===== config.mk =====
export PLATFORM = sky130hd
export DESIGN_NAME = spdif_tx_stream
export DESIGN_NICKNAME = d
export VERILOG_FILES = /design/src/rtl/spdif_pkg.sv /design/src/rtl/spdif_sample_fifo.sv /design/src/rtl/spdif_tx_stream.sv
export SDC_FILE = /design/constraint.sdc
export NUM_CORES = 1
export LEC_CHECK = 0
export CAP_MARGIN = 20
export CORE_ASPECT_RATIO = 1.75
export CORE_MARGIN = 10
export CORE_UTILIZATION = 55
export CTS_CLUSTER_SIZE = 20
export DETAILED_ROUTE_END_ITERATION = 16
export GPL_ROUTABILITY_DRIVEN = 0
export HOLD_SLACK_MARGIN = 0.05
export PLACE_DENSITY = 0.79
export SYNTH_ARGS = -nofsm -noshare
export SYNTH_HDL_FRONTEND = slang
export SYNTH_HIERARCHICAL = 1
export SYNTH_SLANG_ARGS = --single-unit

===== constraint.sdc =====
create_clock -name i_clk -period 5.7 [get_ports i_clk]
set_input_delay 1.14 -clock i_clk [delete_from_list [all_inputs] [get_ports i_clk]]
set_output_delay 1.14 -clock i_clk [all_outputs]
set_load 0.03 [all_outputs]

===== src/rtl/spdif_pkg.sv =====
// spdif_pkg: shared constants and helpers for the S/PDIF stream transmitter.
// Holds the preamble half-cell patterns, subframe slot indices, block length
// and the builder for the consumer channel-status word.
package spdif_pkg;

    // Preamble half-cell patterns, first transmitted half-cell in bit 7.
    localparam logic [7:0] PRE_Z = 8'b11101000;
    localparam logic [7:0] PRE_X = 8'b11100010;
    localparam logic [7:0] PRE_Y = 8'b11100100;

    // Subframe slot indices.
    localparam logic [4:0] SLOT_PRE_LAST = 5'd3;
    localparam logic [4:0] SLOT_AUDIO0   = 5'd4;
    localparam logic [4:0] SLOT_V        = 5'd28;
    localparam logic [4:0] SLOT_U        = 5'd29;
    localparam logic [4:0] SLOT_C        = 5'd30;
    localparam logic [4:0] SLOT_P        = 5'd31;

    // Block framing and the width of the audio slot.
    localparam logic [7:0] FRAMES_PER_BLOCK = 8'd192;
    localparam logic [7:0] CS_WORD_FRAMES   = 8'd32;
    localparam int         AUDIO_SLOT_W     = 24;

    typedef enum logic {
        SUB_LEFT  = 1'b0,
        SUB_RIGHT = 1'b1
    } sub_t;

    // Consumer channel-status word, transmitted MSB first from frame 0.
    // [31] pro, [30] non-audio, [29] copy, [28:26] pre-emphasis, [25:24] mode,
    // [23:17] category, [16] generation, [15:12] source, [11:8] channel,
    // [7:4] sample frequency, [3:2] clock accuracy, [1:0] reserved.
    function automatic logic [31:0] build_cs(input logic [6:0] category,
                                             input logic       copy,
                                             input logic       l_bit,
                                             input logic [3:0] freq);
        logic [31:0] cs;
        cs        = 32'h0000_0000;
        cs[29]    = copy;
        cs[23:17] = category;
        cs[16]    = l_bit;
        cs[7:4]   = freq;
        return cs;
    endfunction

endpackage


===== src/rtl/spdif_sample_fifo.sv =====
// spdif_sample_fifo: synchronous FIFO of stereo sample pairs.
// Count-register based full/empty; a push into a full FIFO is ignored, a pop
// from an empty FIFO is ignored. DEPTH must be a power of two, >= 2.
module spdif_sample_fifo #(
    parameter int WIDTH = 48,
    parameter int DEPTH = 4
) (
    input  logic             clk,
    input  logic             rst,
    input  logic             wr_en,
    input  logic [WIDTH-1:0] wr_data,
    input  logic             rd_en,
    output logic [WIDTH-1:0] rd_data,
    output logic             full,
    output logic             empty
);

    localparam int AW = $clog2(DEPTH);
    localparam logic [AW-1:0] PTR_ONE  = AW'(1'b1);
    localparam logic [AW:0]   CNT_ONE  = (AW + 1)'(1'b1);
    localparam logic [AW:0]   CNT_ZERO = (AW + 1)'(1'b0);
    localparam logic [AW:0]   CNT_FULL = (AW + 1)'(DEPTH);

    logic [WIDTH-1:0] mem_r [DEPTH];
    logic [AW-1:0]    wr_ptr_r;
    logic [AW-1:0]    rd_ptr_r;
    logic [AW:0]      count_r;
    logic             push_s;
    logic             pop_s;

    assign full    = (count_r == CNT_FULL);
    assign empty   = (count_r == CNT_ZERO);
    assign push_s  = wr_en && !full;
    assign pop_s   = rd_en && !empty;
    assign rd_data = mem_r[rd_ptr_r];

    // Storage array: written on accepted pushes, contents need no reset.
    always_ff @(posedge clk) begin
        if (push_s) begin
            mem_r[wr_ptr_r] <= wr_data;
        end
    end

    // Pointers and occupancy count; reset discards everything queued.
    always_ff @(posedge clk or posedge rst) begin
        if (rst) begin
            wr_ptr_r <= {AW{1'b0}};
            rd_ptr_r <= {AW{1'b0}};
            count_r  <= CNT_ZERO;
        end else begin
            if (push_s) begin
                wr_ptr_r <= wr_ptr_r + PTR_ONE;
            end
            if (pop_s) begin
                rd_ptr_r <= rd_ptr_r + PTR_ONE;
            end
            case ({push_s, pop_s})
                2'b10:   count_r <= count_r + CNT_ONE;
                2'b01:   count_r <= count_r - CNT_ONE;
                default: count_r <= count_r;
            endcase
        end
    end

endmodule


===== src/rtl/spdif_tx_stream.sv =====
// spdif_tx_stream: consumer S/PDIF stereo transmitter with input sample FIFO.
// One half-cell of biphase-mark line output is produced per i_en_2x strobe.
// A stereo pair is popped when the left preamble is loaded and held for both
// subframes; an empty FIFO at that point sends zero audio flagged invalid.
// Optional feature macro: SPDIF_TX_CS_PORT_EN adds i_cs, a channel-status
// word captured at every block start; otherwise the word is built from the
// CATEGORY_CODE/COPY_BIT/L_BIT/SAMPLE_FREQ parameters.
module spdif_tx_stream
    import spdif_pkg::*;
#(
    parameter int         SAMPLE_W      = 24,
    parameter int         FIFO_DEPTH    = 4,
    parameter logic [6:0] CATEGORY_CODE = 7'b0110000,
    parameter logic       COPY_BIT      = 1'b1,
    parameter logic       L_BIT         = 1'b0,
    parameter logic [3:0] SAMPLE_FREQ   = 4'b0000
) (
    input  logic                i_clk,
    input  logic                i_rst,
    input  logic                i_en_2x,
    input  logic [SAMPLE_W-1:0] i_ldata,
    input  logic [SAMPLE_W-1:0] i_rdata,
    input  logic                i_valid,
`ifdef SPDIF_TX_CS_PORT_EN
    input  logic [31:0]         i_cs,
`endif
    output logic                o_ready,
    output logic                o_underrun,
    output logic                o_block_start,
    output logic                o_spdif
);

    localparam int         PAIR_W     = 2 * SAMPLE_W;
    localparam int         ALIGN_SH   = AUDIO_SLOT_W - SAMPLE_W;
    localparam logic [7:0] LAST_FRAME = FRAMES_PER_BLOCK - 8'd1;
    localparam logic [31:0] CS_PARAM  = build_cs(CATEGORY_CODE, COPY_BIT, L_BIT, SAMPLE_FREQ);

    // Serial position and line state.
    logic        half_r;
    logic [4:0]  slot_r;
    sub_t        sub_r;
    logic [7:0]  frame_r;
    logic        parity_r;
    logic        pre_inv_r;
    logic        spdif_r;
    logic        v_r;
    logic        underrun_r;
    logic        block_start_r;
    logic [23:0] ldata_r;
    logic [23:0] rdata_r;

    // FIFO interface.
    logic [PAIR_W-1:0] fifo_wdata_s;
    logic [PAIR_W-1:0] fifo_rdata_s;
    logic              fifo_full_s;
    logic              fifo_empty_s;

    // Combinational datapath.
    logic        load_s;
    logic [31:0] cs_word_s;
    logic        cs_bit_s;
    logic [7:0]  pre_pat_s;
    logic [2:0]  pre_idx_s;
    logic        pre_inv_s;
    logic [23:0] sample_s;
    logic [4:0]  audio_idx_s;
    logic        bit_s;
    logic        level_s;
    logic [23:0] ldata_al_s;
    logic [23:0] rdata_al_s;

    assign fifo_wdata_s = {i_ldata, i_rdata};

    spdif_sample_fifo #(
        .WIDTH (PAIR_W),
        .DEPTH (FIFO_DEPTH)
    ) u_fifo (
        .clk     (i_clk),
        .rst     (i_rst),
        .wr_en   (i_valid),
        .wr_data (fifo_wdata_s),
        .rd_en   (load_s),
        .rd_data (fifo_rdata_s),
        .full    (fifo_full_s),
        .empty   (fifo_empty_s)
    );

    // Left preamble load: the strobe that starts every frame and pops a pair.
    assign load_s = i_en_2x && (sub_r == SUB_LEFT) && (slot_r == 5'd0) && (half_r == 1'b0);

    // Samples are MSB-aligned in the 24-bit slot with zero LSBs.
    assign ldata_al_s = 24'(fifo_rdata_s[PAIR_W-1:SAMPLE_W]) << ALIGN_SH;
    assign rdata_al_s = 24'(fifo_rdata_s[SAMPLE_W-1:0]) << ALIGN_SH;

    assign o_ready       = !fifo_full_s;
    assign o_underrun    = underrun_r;
    assign o_block_start = block_start_r;
    assign o_spdif       = spdif_r;

`ifdef SPDIF_TX_CS_PORT_EN
    logic [31:0] cs_shadow_r;

    // Capture the run-time channel-status word at each block start.
    always_ff @(posedge i_clk or posedge i_rst) begin
        if (i_rst) begin
            cs_shadow_r <= CS_PARAM;
        end else if (load_s && (frame_r == 8'd0)) begin
            cs_shadow_r <= i_cs;
        end
    end

    assign cs_word_s = cs_shadow_r;
`else
    assign cs_word_s = CS_PARAM;
`endif

    // Pick preamble, slot bit and the next half-cell line level.
    always_comb begin
        pre_pat_s   = PRE_Y;
        pre_idx_s   = {slot_r[1:0], half_r};
        pre_inv_s   = pre_inv_r;
        sample_s    = ldata_r;
        audio_idx_s = slot_r - SLOT_AUDIO0;
        cs_bit_s    = 1'b0;
        bit_s       = 1'b0;
        level_s     = 1'b0;

        if (sub_r == SUB_RIGHT) begin
            pre_pat_s = PRE_Y;
            sample_s  = rdata_r;
        end else if (frame_r == 8'd0) begin
            pre_pat_s = PRE_Z;
            sample_s  = ldata_r;
        end else begin
            pre_pat_s = PRE_X;
            sample_s  = ldata_r;
        end

        // The first preamble half-cell compares against the live line level.
        if ((slot_r == 5'd0) && (half_r == 1'b0)) begin
            pre_inv_s = spdif_r;
        end else begin
            pre_inv_s = pre_inv_r;
        end

        if (frame_r < CS_WORD_FRAMES) begin
            cs_bit_s = cs_word_s[5'd31 - frame_r[4:0]];
        end else begin
            cs_bit_s = 1'b0;
        end

        if (slot_r == SLOT_V) begin
            bit_s = v_r;
        end else if (slot_r == SLOT_U) begin
            bit_s = 1'b0;
        end else if (slot_r == SLOT_C) begin
            bit_s = cs_bit_s;
        end else if (slot_r == SLOT_P) begin
            bit_s = parity_r;
        end else if (slot_r >= SLOT_AUDIO0) begin
            bit_s = sample_s[audio_idx_s];
        end else begin
            bit_s = 1'b0;
        end

        if (slot_r < SLOT_AUDIO0) begin
            level_s = pre_pat_s[3'd7 - pre_idx_s] ^ pre_inv_s;
        end else if (half_r == 1'b0) begin
            level_s = !spdif_r;
        end else begin
            level_s = spdif_r ^ bit_s;
        end
    end

    // Advance line level, parity, held sample pair and slot/frame counters.
    always_ff @(posedge i_clk or posedge i_rst) begin
        if (i_rst) begin
            half_r    <= 1'b0;
            slot_r    <= 5'd0;
            sub_r     <= SUB_LEFT;
            frame_r   <= 8'd0;
            parity_r  <= 1'b0;
            pre_inv_r <= 1'b0;
            spdif_r   <= 1'b0;
            v_r       <= 1'b0;
            ldata_r   <= 24'h000000;
            rdata_r   <= 24'h000000;
        end else if (i_en_2x) begin
            spdif_r <= level_s;
            half_r  <= !half_r;

            if ((slot_r == 5'd0) && (half_r == 1'b0)) begin
                pre_inv_r <= spdif_r;
            end

            // Parity runs over slots 4..30 so slot 31 makes the subframe even.
            if (half_r == 1'b0) begin
                if (slot_r == SLOT_PRE_LAST) begin
                    parity_r <= 1'b0;
                end else if ((slot_r >= SLOT_AUDIO0) && (slot_r != SLOT_P)) begin
                    parity_r <= parity_r ^ bit_s;
                end
            end

            if (load_s) begin
                if (fifo_empty_s) begin
                    ldata_r <= 24'h000000;
                    rdata_r <= 24'h000000;
                    v_r     <= 1'b1;
                end else begin
                    ldata_r <= ldata_al_s;
                    rdata_r <= rdata_al_s;
                    v_r     <= 1'b0;
                end
            end

            if (half_r == 1'b1) begin
                slot_r <= slot_r + 5'd1;
                if (slot_r == SLOT_P) begin
                    if (sub_r == SUB_LEFT) begin
                        sub_r <= SUB_RIGHT;
                    end else begin
                        sub_r   <= SUB_LEFT;
                        frame_r <= (frame_r == LAST_FRAME) ? 8'd0 : frame_r + 8'd1;
                    end
                end
            end
        end
    end

    // One-cycle status pulses aligned with the left preamble load.
    always_ff @(posedge i_clk or posedge i_rst) begin
        if (i_rst) begin
            underrun_r    <= 1'b0;
            block_start_r <= 1'b0;
        end else begin
            underrun_r    <= load_s && fifo_empty_s;
            block_start_r <= load_s && (frame_r == 8'd0);
        end
    end

endmodule


==> metrics.csv, run 1 <==
stage,metric,value,unit
clock_network,"Clk Latency, worst-skew pair",0.51,ns
floorplanning,die width,127.3,um
floorplanning,core area,19820,um^2
worst_setup_path,r2r endpoint,u_fifo/count_r[2],
sta,max-slew headroom at the worst pin,0.4218,
global_routing,initial antenna violation count,0,
final_layout,Nets,795,
placed_design,dpl ws,1.917,ns
drt,DR pass1 iterations,4,
global_routing,pin count of the biggest net entering global routing,100,
min_path,worst hold-check path type,reg2reg,
min_path,WHS Path Cells,2,
power,Power Total,6282,uW
worst_setup_path,Crit Path Class,in2reg,
worst_setup_path,R2R Setup Slk,2.72,ns
clock_network,clock slew at reported path FFs,0.06,ns
sta,achievable frequency,0.2951,GHz
final_layout,fill count,1377,
drt,drt drc,0,
worst_setup_path,"slowest stage delay, CP",0.60,ns
worst_setup_path,critical path launch point type,input pin,
sta,"Hold Vio Cnt, Final",0,
final_layout,Syn-to-layout area delta,12.86,%
floorplanning,Die Area,26460,um^2
sta,final worst setup slack,2.312,ns
global_routing,GRT Total Usage,0.1623,
status,status,"complete, no violations",
yosys,number of synthesized register bits,268,
clock_network,CTS tree,built,
power,Leak,0.004601,uW
drt,vias per cell,5.826,
yosys,Unique masters post-synth,57,
yosys,Syn Area/Cell,16.48,um^2
final_layout,area of the multi-input gates,3069,um^2
worst_setup_path,crit path cell chain,clkdlybuf4s50_1 > inv_1 > nor4b_2 > nand3b_1 > inv_1 > o31a_1 > ha_1 > inv_1 > fa_1 > xor2_1 > nor2_1 > xor2_1,
sta,slew at the pin closest to its max-slew limit,0.8674,ns
worst_setup_path,Critical Path RT,6.13,ns
worst_setup_path,Worst Path Max Fanout,7,
global_routing,global-route wire length before repair,34310,um
flow_run,maxcap violations,0,
yosys,Syn Inst Count,673,
sta,fin crit share,0.5944,
yosys,Mapped Area,11090,um^2
power,Pwr per Cell Area,502.0,nW/um^2
min_path,hold_sp,ldata_r[9],
placed_design,PortBufs,55,
drt,Routed WL per cell,21.38,um
yosys,yosys warns,6,
final_layout,ANT cells,0,
sta,Hold WS,0.4889,ns
yosys,"FFs w/ async S/R, synth",0.2836,
clock_network,post-cts resize count,0,
sta,max-slew violations,0,
global_routing,vias in the first global route,6297,
floorplanning,Starting Density,0.5593,
worst_setup_path,CP Data Arrival Time,3.81,ns
clock_network,cts bufs inserted,23,
drt,Routed WL,21080,um
sta,# setup viols final,0,
worst_setup_path,Critical R2R Launch,slot_r[2],
worst_setup_path,nature of the critical path endpoint,register,
clock_network,Post-CTS Hold Fix Bufs,0,
yosys,"Net Count, Synth",743,
floorplanning,# IOs,56,
worst_setup_path,worst r2r path cells,12,
clock_network,clock sink count,268,
yosys,number of enable flip-flop cells after synthesis,192,
sta,setup TNS,0,ns
floorplanning,num rows,68,
final_layout,register area,7670,um^2
clock_network,clock root cell,clkbuf_16,
clock_network,Max clock buf depth,3,
floorplanning,Die Y,207.8,um
min_path,hold worst-path end,ldata_r[9],
worst_setup_path,slowest CP cell,clkdlybuf4s50_1,
sta,RSZ-0062 raised after global routing,no,
power,peak supply drop,0.2919,mV
yosys,register area share after synthesis,0.6915,
worst_setup_path,Most common cell on crit path,inv_1,
placed_design,post-detail-place hpwl,14040,um
yosys,ys flop type,edfxtp_1,
drt,via count,5744,
drt,number of routed nets with antenna violations,0,
drt,initial drt markers,370,
sta,Worst Skew,0.01342,ns
sta,Tmin final,3.388,ns
clock_network,post-CTS setup buffer count,0,
final_layout,layout cells sized above 1,0.1606,
global_routing,grt total ovfl,0,
clock_network,htree depth,1,
[cells in the final DEF, fill, tap and decap left out, types with 3 or more instances in the layout]
cell type | netlist | routed
nand2_1 | 109 | 109
o21ai_0 | 5 | 5
a21oi_1 | 6 | 6
ha_1 | 17 | 17
nor2_1 | 11 | 11
clkbuf_16 | 1 | 23
bufinv_16 | 0 | 4
clkbuf_1 | 21 | 5
edfxtp_1 | 192 | 192
and2_2 | 0 | 4
nand3_1 | 6 | 6
clkinv_1 | 0 | 4
clkdlybuf4s50_1 | 0 | 55
inv_1 | 17 | 16
xnor2_1 | 13 | 13
xor2_1 | 7 | 7
mux4_2 | 57 | 57
mux2i_1 | 13 | 13
nor2b_1 | 3 | 3
o21ai_1 | 46 | 46
dfrtp_1 | 76 | 74
buf_4 | 2 | 9
nand4_1 | 4 | 4
nand2b_1 | 3 | 3
clkinv_2 | 0 | 3
[sequential cells by signal, summed over array words and instances (netlist names), 2 cells and up]
signal           count
u_fifo/mem_r       192
rdata_r             24
frame_r              8
u_fifo/wr_ptr_r      2
ldata_r             24
u_fifo/count_r       3
u_fifo/rd_ptr_r      2
slot_r               5
[kinds of logic (layout without fill, tap and decap cells)]
| group | Yosys count | count (layout) | share of synthesized area |
|---|---|---|---|
| adders and majority gates | 18 | 18 | 0.02099 |
| DFF | 268 | 268 | 0.6915 |
| buffers and inverters | 56 | 124 | 0.03216 |
| AOI/OAI and AO/OA | 77 | 77 | 0.04119 |
| and+or+nand+nor | 160 | 160 | 0.06680 |
| muxes | 74 | 74 | 0.1316 |
| xor gates and xnor gates | 20 | 20 | 0.01580 |
[where the power goes]
part / internal, uW / leakage [uW] / switching (uW)
logic: 840 / 0.00152 / 944
clock network: 935 / 0.000371 / 642
registers: 2600 / 0.00271 / 320
[worst max-delay path: cells and delay by family]
family / cells / cell delay [ns]
buffers and inverters: 4 / 0.89
AND/OR/NAND/NOR: 3 / 0.65
adder cells (fa/ha/maj): 2 / 0.60
XOR/XNOR: 2 / 0.30
AO/OA/AOI/OAI: 1 / 0.22
[through the flow]
| stage | cell area (um^2) | utilization | instances |
|---|---|---|---|
| 6_report | 12510 | 0.6313 | 986 |
| 5_1_grt | 12510 | 0.6313 | 986 |
| 4_1_cts | 12510 | 0.6313 | 986 |
| 3_5_place_dp | 11750 | 0.5928 | 945 |
| 3_3_place_gp | 11730 | 0.5918 | 944 |
| 2_1_floorplan | 11090 | - | 673 |
[synthesized netlist by cell type (3+ instances only)]
master	count	area [um^2]
nand2b_1	3	18.77
nand4_1	4	25.02
and2_1	6	37.54
nand3_1	6	30.03
xor2_1	7	61.31
nor2b_1	3	18.77
o21ai_0	5	25.02
mux2i_1	13	130.1
xnor2_1	13	113.9
ha_1	17	212.7
inv_1	17	63.81
dfrtp_1	76	1902
edfxtp_1	192	5766
buf_12	5	100.1
mux4_2	57	1284
buf_6	4	45.04
nand2_1	109	409.1
clkbuf_1	21	78.83
buf_2	5	25.02
nor2_1	11	41.29
o21ai_1	46	230.2
a21oi_1	6	30.03
[area by class of cell]
class | count | share of cell area
sequential | 268 | 0.6129
multi-input combinational | 349 | 0.2453
timing repair buffer | 65 | 0.05099
clock buffer | 29 | 0.04859
tap | 245 | 0.02450
clock inverter | 12 | 0.01240
inverter | 18 | 0.005399
[worst max-delay path by stage]
stage	endpoint	cells past startpoint	start	slack, ns
finish	u_fifo/count_r[2]	12	i_en_2x	2.31
global route	u_fifo/count_r[2]	12	i_en_2x	2.16
CTS	u_fifo/count_r[2]	12	i_en_2x	2.39
detailed placement	u_fifo/count_r[2]	12	i_en_2x	1.92
global placement	u_fifo/count_r[2]	12	i_en_2x	2.00
floorplan	u_fifo/count_r[2]	13	i_en_2x	2.51
[per-layer routing]
| layer | track usage | vias up | part of all wire |
|---|---|---|---|
| met5 | 0 | - | 0 |
| met4 | 0.05466 | 0 | 0.026 |
| met3 | 0.02122 | 41 | 0.032 |
| met2 | 0.3010 | 102 | 0.58 |
| met1 | 0.1839 | 2973 | 0.36 |
| li1 | - | 2628 | - |
Note: power is estimated with default switching activity, not from simulation.
==> inputs of run 2 (changes only) <==
--- a/config.mk
+++ b/config.mk
@@ -8,12 +8,12 @@
 export CAP_MARGIN = 20
 export CORE_ASPECT_RATIO = 1.75
 export CORE_MARGIN = 10
-export CORE_UTILIZATION = 55
+export CORE_UTILIZATION = 54
 export CTS_CLUSTER_SIZE = 20
 export DETAILED_ROUTE_END_ITERATION = 16
 export GPL_ROUTABILITY_DRIVEN = 0
 export HOLD_SLACK_MARGIN = 0.05
-export PLACE_DENSITY = 0.79
+export PLACE_DENSITY = 0.81
 export SYNTH_ARGS = -nofsm -noshare
 export SYNTH_HDL_FRONTEND = slang
 export SYNTH_HIERARCHICAL = 1
==> constraint.sdc (replaced) <==
create_clock -name i_clk -period 2.9 [get_ports i_clk]
set_input_delay 0.58 -clock i_clk [delete_from_list [all_inputs] [get_ports i_clk]]
set_output_delay 0.58 -clock i_clk [all_outputs]
set_load 0.03 [all_outputs]
==> metrics.csv, run 2 (same netlist as run 1, synthesis figures left out) <==
stage,metric,value,unit,change
clock_network,"Clk Latency, worst-skew pair",0.52,ns,about the same
status,status,"complete, no violations",,
final_layout,most frequent cells in the layout,"edfxtp_1 (192), nand2_1 (109), dfrtp_1 (74)",,
drt,initial drt markers,539,,+46%
drt,drt drc,0,,unchanged
min_path,worst hold-check path type,in2async,,
worst_setup_path,CP Data Arrival Time,2.03,ns,-1.78 ns
final_layout,Largest regs,"u_fifo/mem_r: 192 flops, ldata_r: 24 flops, rdata_r: 24 flops",,
drt,Routed WL,22180,um,+5.2%
worst_setup_path,R2R Setup Slk,0.30,ns,-2.42 ns
worst_setup_path,Buf/Inv on CP,2,,-2
floorplanning,num rows,69,,+1.5%
clock_network,post-cts resize count,0,,unchanged
final_layout,fill count,1347,,-2.2%
worst_setup_path,CP startpoint,u_fifo/count_r[0],,
power,switching pwr,3922,uW,+110%
power,Leak,0.004692,uW,+2.0%
final_layout,Top reg by flops,u_fifo/mem_r,,
worst_setup_path,r2r endpoint,parity_r,,
sta,RSZ-0062 raised after global routing,no,,
worst_setup_path,crit path cell chain,nor3b_2 > inv_1 > clkdlybuf4s50_1,,
drt,via count,5857,,+2.0%
final_layout,layout cells sized above 1,0.1775,,+0.01689
clock_network,Post-CTS Hold Fix Bufs,0,,unchanged
power,Pwr per Cell Area,997.8,nW/um^2,+99%
sta,setup TNS,0,ns,unchanged
final_layout,"most common cell after layout, fill and taps aside",edfxtp_1,,
clock_network,post-CTS setup buffer count,0,,unchanged
worst_setup_path,"slowest stage delay, CP",0.61,ns,about the same
drt,vias per cell,5.839,,+0.24%
flow_run,maxcap violations,0,,unchanged
power,Clk network pwr share,0.256,,+0.005
sta,achievable frequency,0.3837,GHz,
worst_setup_path,nature of the critical path endpoint,output pin,,
global_routing,global-route wire length before repair,36250,um,+5.7%
sta,max-slew headroom at the worst pin,0.4208,,-0.0009310
sta,slew at the pin closest to its max-slew limit,0.8688,ns,+0.001396 ns
drt,number of routed nets with antenna violations,0,,unchanged
power,Int Power,8748,uW,+100%
global_routing,initial antenna violation count,0,,unchanged
worst_setup_path,slowest CP cell,clkdlybuf4s50_1,,
sta,Worst Skew,0.02113,ns,+0.007709 ns
placed_design,PortBufs,55,,unchanged
worst_setup_path,Worst Path Max Fanout,5,,-2
floorplanning,Die Area,26890,um^2,+1.6%
clock_network,htree depth,1,,unchanged
floorplanning,# IOs,56,,unchanged
clock_network,CTS tree,built,,
final_layout,fin util,0.6258,,-0.005440
sta,Tmin final,2.607,ns,
sta,fin crit share,0.8988,,
clock_network,clock sink count,268,,unchanged
power,peak supply drop,0.7324,mV,+150%
final_layout,Syn-to-layout area delta,14.51,%,
drt,DR pass1 iterations,4,,unchanged
sta,"Hold Vio Cnt, Final",0,,unchanged
global_routing,GRT Total Usage,0.1695,,+0.007230
final_layout,max reg flops,192,,unchanged
worst_setup_path,critical path launch point type,register,,
placed_design,post-detail-place hpwl,14320,um,+1.9%
placed_design,dpl ws,-0.05290,ns,-1.970 ns
clock_network,clock root cell,clkbuf_16,,
drt,Routed WL per cell,22.12,um,+3.4%
clock_network,clock slew at reported path FFs,0.07,ns,about the same
final_layout,Post-Layout Inst Area,12700,um^2,+1.5%
sta,final worst setup slack,0.2935,ns,-2.018 ns
floorplanning,core area,20290,um^2,+2.3%
worst_setup_path,Critical Path RT,2.32,ns,-3.81 ns
clock_network,cts bufs inserted,24,,+4.3%
sta,max-slew violations,0,,unchanged
floorplanning,die width,128.3,um,+0.78%
global_routing,vias in the first global route,6496,,+3.2%
worst_setup_path,Crit Path Class,reg2out,,
clock_network,Max clock buf depth,3,,unchanged
power,Seq pwr share,0.441,,-0.024
floorplanning,Starting Density,0.5465,,-0.01280
power,Power Total,12670,uW,+100%
worst_setup_path,worst r2r path cells,11,,-1
final_layout,ANT cells,0,,unchanged
floorplanning,Die Y,209.6,um,+0.83%
worst_setup_path,crit-path leading delay family,buffers and inverters,,
global_routing,pin count of the biggest net entering global routing,100,,unchanged
worst_setup_path,Critical R2R Launch,slot_r[0],,
placed_design,placed cell areas,11890,um^2,+1.2%
power,switch share,0.3095,,+0.006035
global_routing,grt total ovfl,0,,unchanged
power,combinational power share,0.304,,+0.020
final_layout,Nets,807,,+1.5%
sta,# setup viols final,0,,unchanged
## run 2: cell types whose count changed in the layout (fill, tap and decap cells not counted), sizes merged
cell and delta:
clkinvlp +1, clkinv +1, bufinv -1, buf +11, clkbuf +2
## run 2: worst reg2reg max path: cells and delay by family (launching register included)
kind / cells / cell delay [ns]
flip-flops: 1 / 0.51
adder cells (fa/ha/maj): 2 / 0.50
AO/OA/AOI/OAI: 3 / 0.50
buffers and inverters: 2 / 0.41
AND/OR/NAND/NOR: 3 / 0.40
XOR/XNOR: 1 / 0.15
## run 2: power by group through the flow
stage	Clock (uW)	Sequential, uW	Combinational (uW)
2_1_floorplan	0	5470	2990
3_3_place_gp	0	5560	3700
3_5_place_dp	0	5640	3830
4_1_cts	3290	5580	3900
5_1_grt	3450	5670	4190
6_report	3240	5580	3850
## run 2: final cells by class
cell class	count	area, um^2	share of cell area
sequential	268	7670	0.6041
inverter	18	67.56	0.005321
timing repair buffer	76	774.5	0.06100
clock inverter	13	137.6	0.01084
tap	248	310.3	0.02444
clock buffer	31	668.1	0.05262
multi-input combinational	349	3069	0.2417
## run 2: per-stage QoR
step | cells | hold WS, ns
2_1_floorplan | 673 | 0.3834
6_report | 1003 | 0.3674
5_1_grt | 1003 | 0.3677
3_5_place_dp | 959 | 0.4704
3_3_place_gp | 959 | 0.4675
4_1_cts | 1003 | 0.3639
## run 2: how the worst max path moves through the flow
stage | endpoint | slack (ns) | depth (start not counted)
after floorplan | u_fifo/count_r[2] | 0.007 | 15
after global placement | u_fifo/count_r[2] | -0.02 | 12
after detailed placement | u_fifo/count_r[2] | -0.05 | 12
after CTS | frame_r[7] | 0.24 | 10
after global routing | frame_r[7] | 0.09 | 10
final | o_ready | 0.29 | 3
## run 2: routing by layer
metal	part of all wire	GRT usage
met2	0.56	0.3041
met5	0	0
met3	0.037	0.02422
met4	0.040	0.07443
met1	0.36	0.1936
